===== config.mk =====
export PLATFORM = sky130hd
export DESIGN_NAME = x_mux_frame_nto1
export DESIGN_NICKNAME = d
export VERILOG_FILES = /design/src/rtl/x_mux_pkg.sv /design/src/rtl/x_mux_slice_reg.sv /design/src/rtl/x_mux_frame_nto1.sv
export SDC_FILE = /design/constraint.sdc
export NUM_CORES = 1
export LEC_CHECK = 0
export BUFFER_PORTS_ARGS = -buffer_cell sky130_fd_sc_hd__buf_2
export CAP_MARGIN = 40
export CORE_ASPECT_RATIO = 1.4
export CORE_MARGIN = 2
export CORE_UTILIZATION = 45
export DETAILED_ROUTE_END_ITERATION = 10
export PLACE_DENSITY = 0.7
export SYNTH_ARGS = -nofsm -noshare
export SYNTH_HDL_FRONTEND = slang
export SYNTH_SLANG_ARGS = --single-unit
export TNS_END_PERCENT = 5

===== constraint.sdc =====
create_clock -name clock -period 4.2 [get_ports clock]
set_clock_uncertainty 0.2 [all_clocks]
set_input_delay 0 -clock clock [delete_from_list [all_inputs] [get_ports clock]]
set_output_delay 0 -clock clock [all_outputs]
set_load 0.03 [all_outputs]

===== src/rtl/x_mux_pkg.sv =====
// Shared definitions for the frame-aligned N-to-1 output multiplexer.
package x_mux_pkg;

  // Frame alignment state
  typedef enum logic [0:0] {
    ST_UNLOCKED = 1'b0,
    ST_RUN      = 1'b1
  } x_mux_state_e;

  // Fill bit for the default idle word (all-ones blanks the link)
  localparam logic IDLE_FILL = 1'b1;

  // Width of the saturating frame error counter
  localparam int unsigned ERR_CNT_W = 8;

endpackage


===== src/rtl/x_mux_slice_reg.sv =====
// NSLICE x WIDTH frame holding register with a registered slice select.
// On a load cycle the incoming frame is bypassed so slice sel_i of the new
// frame appears on dout_o one cycle after the strobe.
module x_mux_slice_reg
  import x_mux_pkg::*;
#(
  parameter int unsigned     WIDTH    = 8,
  parameter int unsigned     NSLICE   = 4,
  parameter logic [WIDTH-1:0] IDLE_VAL = {WIDTH{IDLE_FILL}},
  parameter int unsigned     PW       = $clog2(NSLICE)
) (
  input  logic                     clock,
  input  logic                     reset_n,
  input  logic                     load_i,
  input  logic [NSLICE*WIDTH-1:0]  din_i,
  input  logic [PW-1:0]            sel_i,
  input  logic                     drive_i,
  output logic [WIDTH-1:0]         dout_o
);

  logic [WIDTH-1:0] hold_q  [NSLICE];
  logic [WIDTH-1:0] din_arr [NSLICE];
  logic [WIDTH-1:0] dout_d;
  logic [WIDTH-1:0] dout_q;

  // Split the flat frame bus into slices
  always_comb begin
    for (int k = 0; k < int'(NSLICE); k++) begin
      din_arr[k] = din_i[k*WIDTH +: WIDTH];
    end
  end

  // Next output word: selected slice, or idle when not driving
  always_comb begin
    dout_d = IDLE_VAL;
    if (drive_i) begin
      dout_d = load_i ? din_arr[sel_i] : hold_q[sel_i];
    end
  end

  // Holding register and output register
  always_ff @(posedge clock or negedge reset_n) begin
    if (!reset_n) begin
      for (int k = 0; k < int'(NSLICE); k++) begin
        hold_q[k] <= IDLE_VAL;
      end
      dout_q <= IDLE_VAL;
    end else begin
      if (load_i) begin
        for (int k = 0; k < int'(NSLICE); k++) begin
          hold_q[k] <= din_arr[k];
        end
      end
      dout_q <= dout_d;
    end
  end

  assign dout_o = dout_q;

endmodule


===== src/rtl/x_mux_frame_nto1.sv =====
// Frame-aligned N-to-1 time multiplexer: captures one frame per strobe and
// emits one slice per clock, tracking alignment and flagging bad strobes.
// Optional: define X_MUX_ERR_CNT_EN to implement the saturating err_cnt;
// otherwise err_cnt is tied to zero.
module x_mux_frame_nto1
  import x_mux_pkg::*;
#(
  parameter int unsigned      WIDTH    = 8,
  parameter int unsigned      NSLICE   = 4,
  parameter logic [WIDTH-1:0] IDLE_VAL = {WIDTH{IDLE_FILL}}
) (
  input  logic                    clock,
  input  logic                    reset_n,
  input  logic                    frame_strobe,
  input  logic [NSLICE*WIDTH-1:0] din,
  input  logic                    din_valid,
  input  logic                    blank,
  output logic [WIDTH-1:0]        dout,
  output logic                    dout_first,
  output logic                    locked,
  output logic                    frame_err,
  output logic [ERR_CNT_W-1:0]    err_cnt
);

  localparam int unsigned   PW   = $clog2(NSLICE);
  localparam logic [PW-1:0] LAST = PW'(NSLICE - 1);

  x_mux_state_e             state_q, state_d;
  logic [PW-1:0]            phase_q, phase_d;
  logic                     locked_q, locked_d;
  logic                     err_q, err_d;
  logic                     first_q, first_d;
  logic                     load;
  logic                     drive;
  logic [NSLICE*WIDTH-1:0]  din_eff;

  // An invalid frame is stored as all idle words
  assign din_eff = din_valid ? din : {NSLICE{IDLE_VAL}};

  // Alignment tracking: next state, phase, error and output qualifiers
  always_comb begin
    state_d  = state_q;
    phase_d  = phase_q;
    locked_d = locked_q;
    err_d    = 1'b0;
    load     = 1'b0;
    case (state_q)
      ST_UNLOCKED: begin
        if (frame_strobe) begin
          load     = 1'b1;
          phase_d  = '0;
          state_d  = ST_RUN;
          locked_d = 1'b1;
        end
      end
      ST_RUN: begin
        if (frame_strobe) begin
          load    = 1'b1;
          phase_d = '0;
          err_d   = (phase_q != LAST);
        end else if (phase_q == LAST) begin
          err_d    = 1'b1;
          phase_d  = '0;
          state_d  = ST_UNLOCKED;
          locked_d = 1'b0;
        end else begin
          phase_d = phase_q + PW'(1);
        end
      end
      default: begin
        state_d  = ST_UNLOCKED;
        phase_d  = '0;
        locked_d = 1'b0;
      end
    endcase
    first_d = (state_d == ST_RUN) && (phase_d == '0);
    drive   = (state_d == ST_RUN) && !blank;
  end

  // Control state registers
  always_ff @(posedge clock or negedge reset_n) begin
    if (!reset_n) begin
      state_q  <= ST_UNLOCKED;
      phase_q  <= '0;
      locked_q <= 1'b0;
      err_q    <= 1'b0;
      first_q  <= 1'b0;
    end else begin
      state_q  <= state_d;
      phase_q  <= phase_d;
      locked_q <= locked_d;
      err_q    <= err_d;
      first_q  <= first_d;
    end
  end

  x_mux_slice_reg #(
    .WIDTH    (WIDTH),
    .NSLICE   (NSLICE),
    .IDLE_VAL (IDLE_VAL),
    .PW       (PW)
  ) u_slice_reg (
    .clock   (clock),
    .reset_n (reset_n),
    .load_i  (load),
    .din_i   (din_eff),
    .sel_i   (phase_d),
    .drive_i (drive),
    .dout_o  (dout)
  );

`ifdef X_MUX_ERR_CNT_EN
  logic [ERR_CNT_W-1:0] err_cnt_q;

  // Saturating count of frame errors, cleared only by reset
  always_ff @(posedge clock or negedge reset_n) begin
    if (!reset_n) begin
      err_cnt_q <= '0;
    end else if (err_d && (err_cnt_q != '1)) begin
      err_cnt_q <= err_cnt_q + ERR_CNT_W'(1);
    end
  end

  assign err_cnt = err_cnt_q;
`else
  assign err_cnt = '0;
`endif

  assign dout_first = first_q;
  assign locked     = locked_q;
  assign frame_err  = err_q;

endmodule

; ---- Word level (Yosys, flattened, before mapping)
; Index checks and enable logic that the tools add are counted.
[op_classes]
add_sub_neg = 1
order_cmp = 1
n_eq_ne = 5
muxes = 24
bitwise_logic = 2
n_reduce_logical = 5
[op_table]
columns = op, n
row1 = 2-to-1 mux 8 bit, 6
row2 = binary-select mux 8 bit (select 2 bit), 2
row3 = 2-to-1 mux 32 bit, 1
row4 = 2-to-1 mux 1 bit, 9
row5 = 2-to-1 mux 2 bit, 3
row6 = "!= test 2 bit, second input constant", 3
row7 = case mux 1 bit (2 select lines), 2
row8 = case mux 2 bit (2 select lines), 1
row9 = "greater-or-equal comparator 3 bit, second input constant", 1
row10 = NOT 2 -> 3 bit, 1
row11 = AND reduction 3 bit, 1
row12 = "adder 2 x 1 -> 2 bit, second input constant", 1
row13 = "== test 2 bit, second input constant", 1
row14 = logical AND 1 bit, 2
row15 = logical NOT 2 bit, 1
row16 = "!= test 2 x 1 -> 1 bit, second input constant", 1
row17 = logical NOT 1 bit, 1
row18 = NOT 1 bit, 1
[totals]
register_bits = 46
in_bits = 37
out_inout_bits = 19

; ---- Logic depth before layout (Yosys ltp)
[logic_depth]
ltp_word = 10
mapped_depth = 8

; ---- Cells and area by module
; From an unflattened synthesis, not the netlist that was laid out.
[hier_totals]
cells_unflattened = 176
area_unflattened_um2 = 2279.7
[by_module_without_submodules]
columns = module, n_inst, cells_each, area_each_um2
row1 = x_mux_slice_reg, 1, 107, 1722.9
row2 = x_mux_frame_nto1, 1, 69, 556.8

; ---- Worst setup path before layout
; OpenSTA, ideal clock, no wires.
[synth_timing]
path_kind = register -> register
start = register phase_q[1]
end = register u_slice_reg.dout_q[1] (netlist: u_slice_reg.dout_o[1])
arrival_ns = 1.500
slack_ns = 2.416
path_stages_with_launch = 7
path_buffers = 0
path_cell_list = dfrtp_1 -> ha_1 -> ha_1 -> nor4b_4 -> o21ai_0 -> a221oi_1 -> nor2_1
[synth_between]
elab_chain_cells = 10
word_cells_on_any_way = 19
cone_classes = add/sub: 1 / eq/ne: 1 / mux: 15 / bitwise: 1 / reduce/logical: 1
[synth_rtl]
columns = item, line
row1 = start: declaration, x_mux_frame_nto1.sv:29  ; logic [PW-1:0] phase_q, phase_d;
row2 = start signal: assignment, x_mux_frame_nto1.sv:90  ; phase_q <= phase_d;
row3 = adder 2 x 1 -> 2 bit or == test 2 bit (tied branches), "x_mux_frame_nto1.sv:67, x_mux_frame_nto1.sv:61"
row4 = 2-to-1 mux 2 bit, x_mux_frame_nto1.sv:61  ; end else if (phase_q == LAST) begin
row5 = 2-to-1 mux 2 bit, x_mux_frame_nto1.sv:57  ; if (frame_strobe) begin
row6 = case mux 2 bit (2 select lines), x_mux_frame_nto1.sv:47  ; case (state_q)
row7 = NOT 2 -> 3 bit (not written as such), x_mux_slice_reg.sv:37  ; dout_d = load_i ? din_arr[sel_i] : hold_q[sel_i];
row8 = binary-select mux 8 bit (select 2 bit), x_mux_slice_reg.sv:37
row9 = 2-to-1 mux 8 bit (not written as such) (2 in series), x_mux_slice_reg.sv:37
row10 = 2-to-1 mux 8 bit, x_mux_slice_reg.sv:37
row11 = 2-to-1 mux 8 bit *, x_mux_slice_reg.sv:36  ; if (drive_i) begin
row12 = net u_slice_reg.dout_d[1], x_mux_slice_reg.sv:23  ; logic [WIDTH-1:0] dout_d;
row13 = end signal: assignment, x_mux_slice_reg.sv:54  ; dout_q <= dout_d;
row14 = end: declaration, x_mux_slice_reg.sv:24  ; logic [WIDTH-1:0] dout_q;
; Mark *: on every way through the listed nets, which the timed path passes. The rest lies on a longest branch. The select of a mux whose other input is x is not followed.
; A chain may end at the register's enable or synchronous reset.

; ---- Worst setup path in the final report
[layout_timing]
start = input port frame_strobe
end = register u_slice_reg.dout_q[1] (netlist: u_slice_reg.dout_o[1])
[layout_between]
elab_chain_cells = 8
word_cells_on_any_way = 16
cone_classes = mux: 14 / bitwise: 1 / reduce/logical: 1
[layout_rtl]
columns = item, line
row1 = start: declaration, x_mux_frame_nto1.sv:14  ; input logic frame_strobe,
row2 = "2-to-1 mux 2 bit, on equally long branches", "x_mux_frame_nto1.sv:57, x_mux_frame_nto1.sv:49"
row3 = case mux 2 bit (2 select lines), x_mux_frame_nto1.sv:47
row4 = NOT 2 -> 3 bit (not written as such), x_mux_slice_reg.sv:37
row5 = binary-select mux 8 bit (select 2 bit), x_mux_slice_reg.sv:37
row6 = 2-to-1 mux 8 bit (not written as such) (2 in series), x_mux_slice_reg.sv:37
row7 = 2-to-1 mux 8 bit, x_mux_slice_reg.sv:37
row8 = 2-to-1 mux 8 bit *, x_mux_slice_reg.sv:36
row9 = net u_slice_reg.dout_d[1], x_mux_slice_reg.sv:23
; Marked as above.

==> run metrics <==
TritonCTS Buffers=5; area grow syn2layout=41.3%; Most used DFF post-synth=dfstp_2; final worst slack=1.04 ns; First DRT Iteration DRCs=40; First-pass DRT Iterations=4; flops & latches, synth=46; Worst Path Buf+Inv=6; total grt overflow=0; outcome=completed; RSZ-0062 raised after global routing=no; DP Wirelength=3120 um; cell taking the most area after synthesis=dfstp_2; Cell variety after synth=40; CP peak stage delay=between 0.5 and 0.6 ns; Syn Std Cell Area=2180 um^2; # diodes=0; first-pass GRT wire length=8120 um; Max FO, Critical Path=37; routability congestion estimate=about 0.83; worst-skew pair later-pin latency=about 0.3 ns; largest net degree at the start of global routing=38; final hold slack=about 0.16 ns; top-count cell post-synth=dfstp_2; worst-path cell chain=dlygate4sd3_1 -> buf_2 -> buf_12 -> inv_1 -> ha_1 -> a211o_1 -> nor2_1 -> dlygate4sd3_1 -> nor2_1 -> dlygate4sd3_1; H-tree levels=2; CTS tree=built; pwr/cell area=394 nW/um^2; WP data required=about 4.2 ns; CP dominant cell by count=dlygate4sd3_1; critical path's top delay family=buffers and inverters; Worst setup SP type=input port; TritonCTS Sinks=46; die area=5420 um^2; top post-synthesis cells by count=dfstp_2, o22a_1, nor2_1, buf_4; met3 routed WL=about 120 um; Slew Limit Headroom=59.4%; Initial Util=45.7%; final setup vio count=0; Core Box Area=4770 um^2; Vias/cell=~5.1; die width=62.8 um; Mapped Cells=183; Placed Area=2430 um^2; vias=around 1800; WS Path Type=in2reg; DR WL/cell=14.5 um; uppermost layer routed=met4; top cells by area, synth=dfstp_2, o22a_1, dfrtp_1; setup total negative slack=0 ns; count of final hold-check violations=0; min cycle time layout=roughly 3.2 ns; WL met2=about 2700 um; Slew @ Worst Pin=0.605 ns; num rows=30; wl on met1=2040 um; worst-case vdd ir drop=approximately 0.23 mV; asr flop ratio synth=100%; fin util=64.6%; Antenna Violating Nets Remaining=0; Final Slew Violations=0; nets=between 300 and 400; CTS Root Cell=clkbuf_8; Clock Tree Buf Depth=2; initial antenna violation count=0; number of global-route vias before repair=1773; Post-synth EDFFs=0; Arr. time, crit path=3.18 ns; Critical-path top delay cell=dlygate4sd3_1; total track usage=19.4%; period utilization=75.2%; CP Capture Type=flip-flop; Ys Warns=0; syn_area_per_cell=11.9 um^2; share of the synthesized area in the top cell type=between 40% and 50%; fmax=around 0.32 GHz; Port Buf Inserts=47; DIE HEIGHT=86.3 um; final WL=5010 um; pre-CTS setup slack=2.01 ns; max cap viols=0; Finished Cell Area=3080 um^2; sequential fraction of the synthesis area=between 50% and 60%; Hold Crit Class=in2async; num ports=56; layout cells sized above 1=38.8%; Post-CTS Setup Bufs=0; Pleak=1.28 nW; DRC viols=0; CTS clk-pin slew, worst paths=0.08 ns
==> layout by cell type (no fill, tap or decap), types with 2 or more instances in the layout <==
| cell | Yosys | layout |
|---|---|---|
| o21ai_0 | 8 | 8 |
| mux2i_1 | 6 | 6 |
| dfstp_2 | 40 | 40 |
| and2b_2 | 3 | 3 |
| conb_1 | 1 | 8 |
| o31ai_1 | 3 | 3 |
| dfrtp_1 | 6 | 6 |
| a21oi_1 | 8 | 8 |
| a221oi_1 | 4 | 4 |
| clkbuf_8 | 0 | 8 |
| a211oi_1 | 3 | 3 |
| buf_2 | 5 | 47 |
| ha_1 | 2 | 2 |
| nor2_1 | 16 | 16 |
| nand2_1 | 4 | 4 |
| o311a_1 | 3 | 3 |
| inv_1 | 6 | 6 |
| o22a_1 | 24 | 24 |
| mux2_2 | 3 | 3 |
| nor2b_1 | 3 | 3 |
| buf_12 | 0 | 2 |
| dlygate4sd3_1 | 0 | 54 |
| a211o_1 | 2 | 2 |
| nand2b_1 | 3 | 3 |
==> cell type report <==
| type | instances | area (um^2) |
|---|---|---|
| well taps | 64 | 80.1 |
| multi-input cells | 117 | 843 |
| inverters | 6 | 22.5 |
| clock buffers | 8 | 110 |
| flip-flops and latches | 46 | 1200 |
| repair buffers | 104 | 823 |
| fillers | 387 | 1690 |
==> repair_timing <==
item	CTS	global route
endpoints found under the hold margin	86	0
resized for setup	0	0
hold buffers	54	0
==> per-layer routing <==
layer  up-vias  global-route usage (%)
met4         0                    12.3
met5         -                       0
met2        46                    33.7
li1        841                       -
met3        16                    2.34
met1       858                    22.9
==> registers in the layout, indices dropped and copies added, names as in the netlist <==
name	count
dout_first	1
frame_err	1
locked	1
phase_q	2
state_q	1
u_slice_reg.dout_o	8
u_slice_reg.hold_q	32
==> per-stage QoR <==
stage	power, mW	std cells
floorplan	0.785	190
global placement	0.849	281
detailed placement	0.860	283
CTS	1.22	345
global route	1.27	345
finish	1.21	345
==> cells by family (layout without fill, tap and decap cells) <==
group	count (synthesis)	count (layout)	share of synthesized area (%)
AO/OA/AOI/OAI	60	60	20.7
flip-flops	46	46	55.1
AND/OR/NAND/NOR	36	36	9.36
buffers and inverters	27	118	7.40
multiplexers	10	10	5.34
adder cells (fa/ha/maj)	2	2	1.15
other	1	8	0.172
XOR/XNOR	1	1	0.746
==> power breakdown <==
part           internal (mW)  switching [mW]  total (mW)
Sequential             0.518          0.0355       0.554
Combinational          0.160           0.190       0.350
Clock                  0.166           0.143       0.309
Total                  0.844           0.368        1.21
==> worst paths after layout <==
check	start	to	cells after the start	slack (ns)
max	frame_strobe	u_slice_reg.dout_o[1]$_DFF_PN1_	10	1.04
min	reset_n	u_slice_reg.dout_o[0]$_DFF_PN1_	2	0.16
max reg2reg	phase_q[0]$_DFF_PN0_	u_slice_reg.dout_o[1]$_DFF_PN1_	7	1.11
min reg2reg	u_slice_reg.hold_q[21]$_DFFE_PN1P_	u_slice_reg.hold_q[21]$_DFFE_PN1P_	2	0.29
max in group asynchronous	reset_n	frame_err$_DFF_PN0_	3	3.06
min in group clock	din[15]	u_slice_reg.hold_q[23]$_DFFE_PN1P_	3	0.25
No activity file was read; power rests on OpenSTA's default activity.
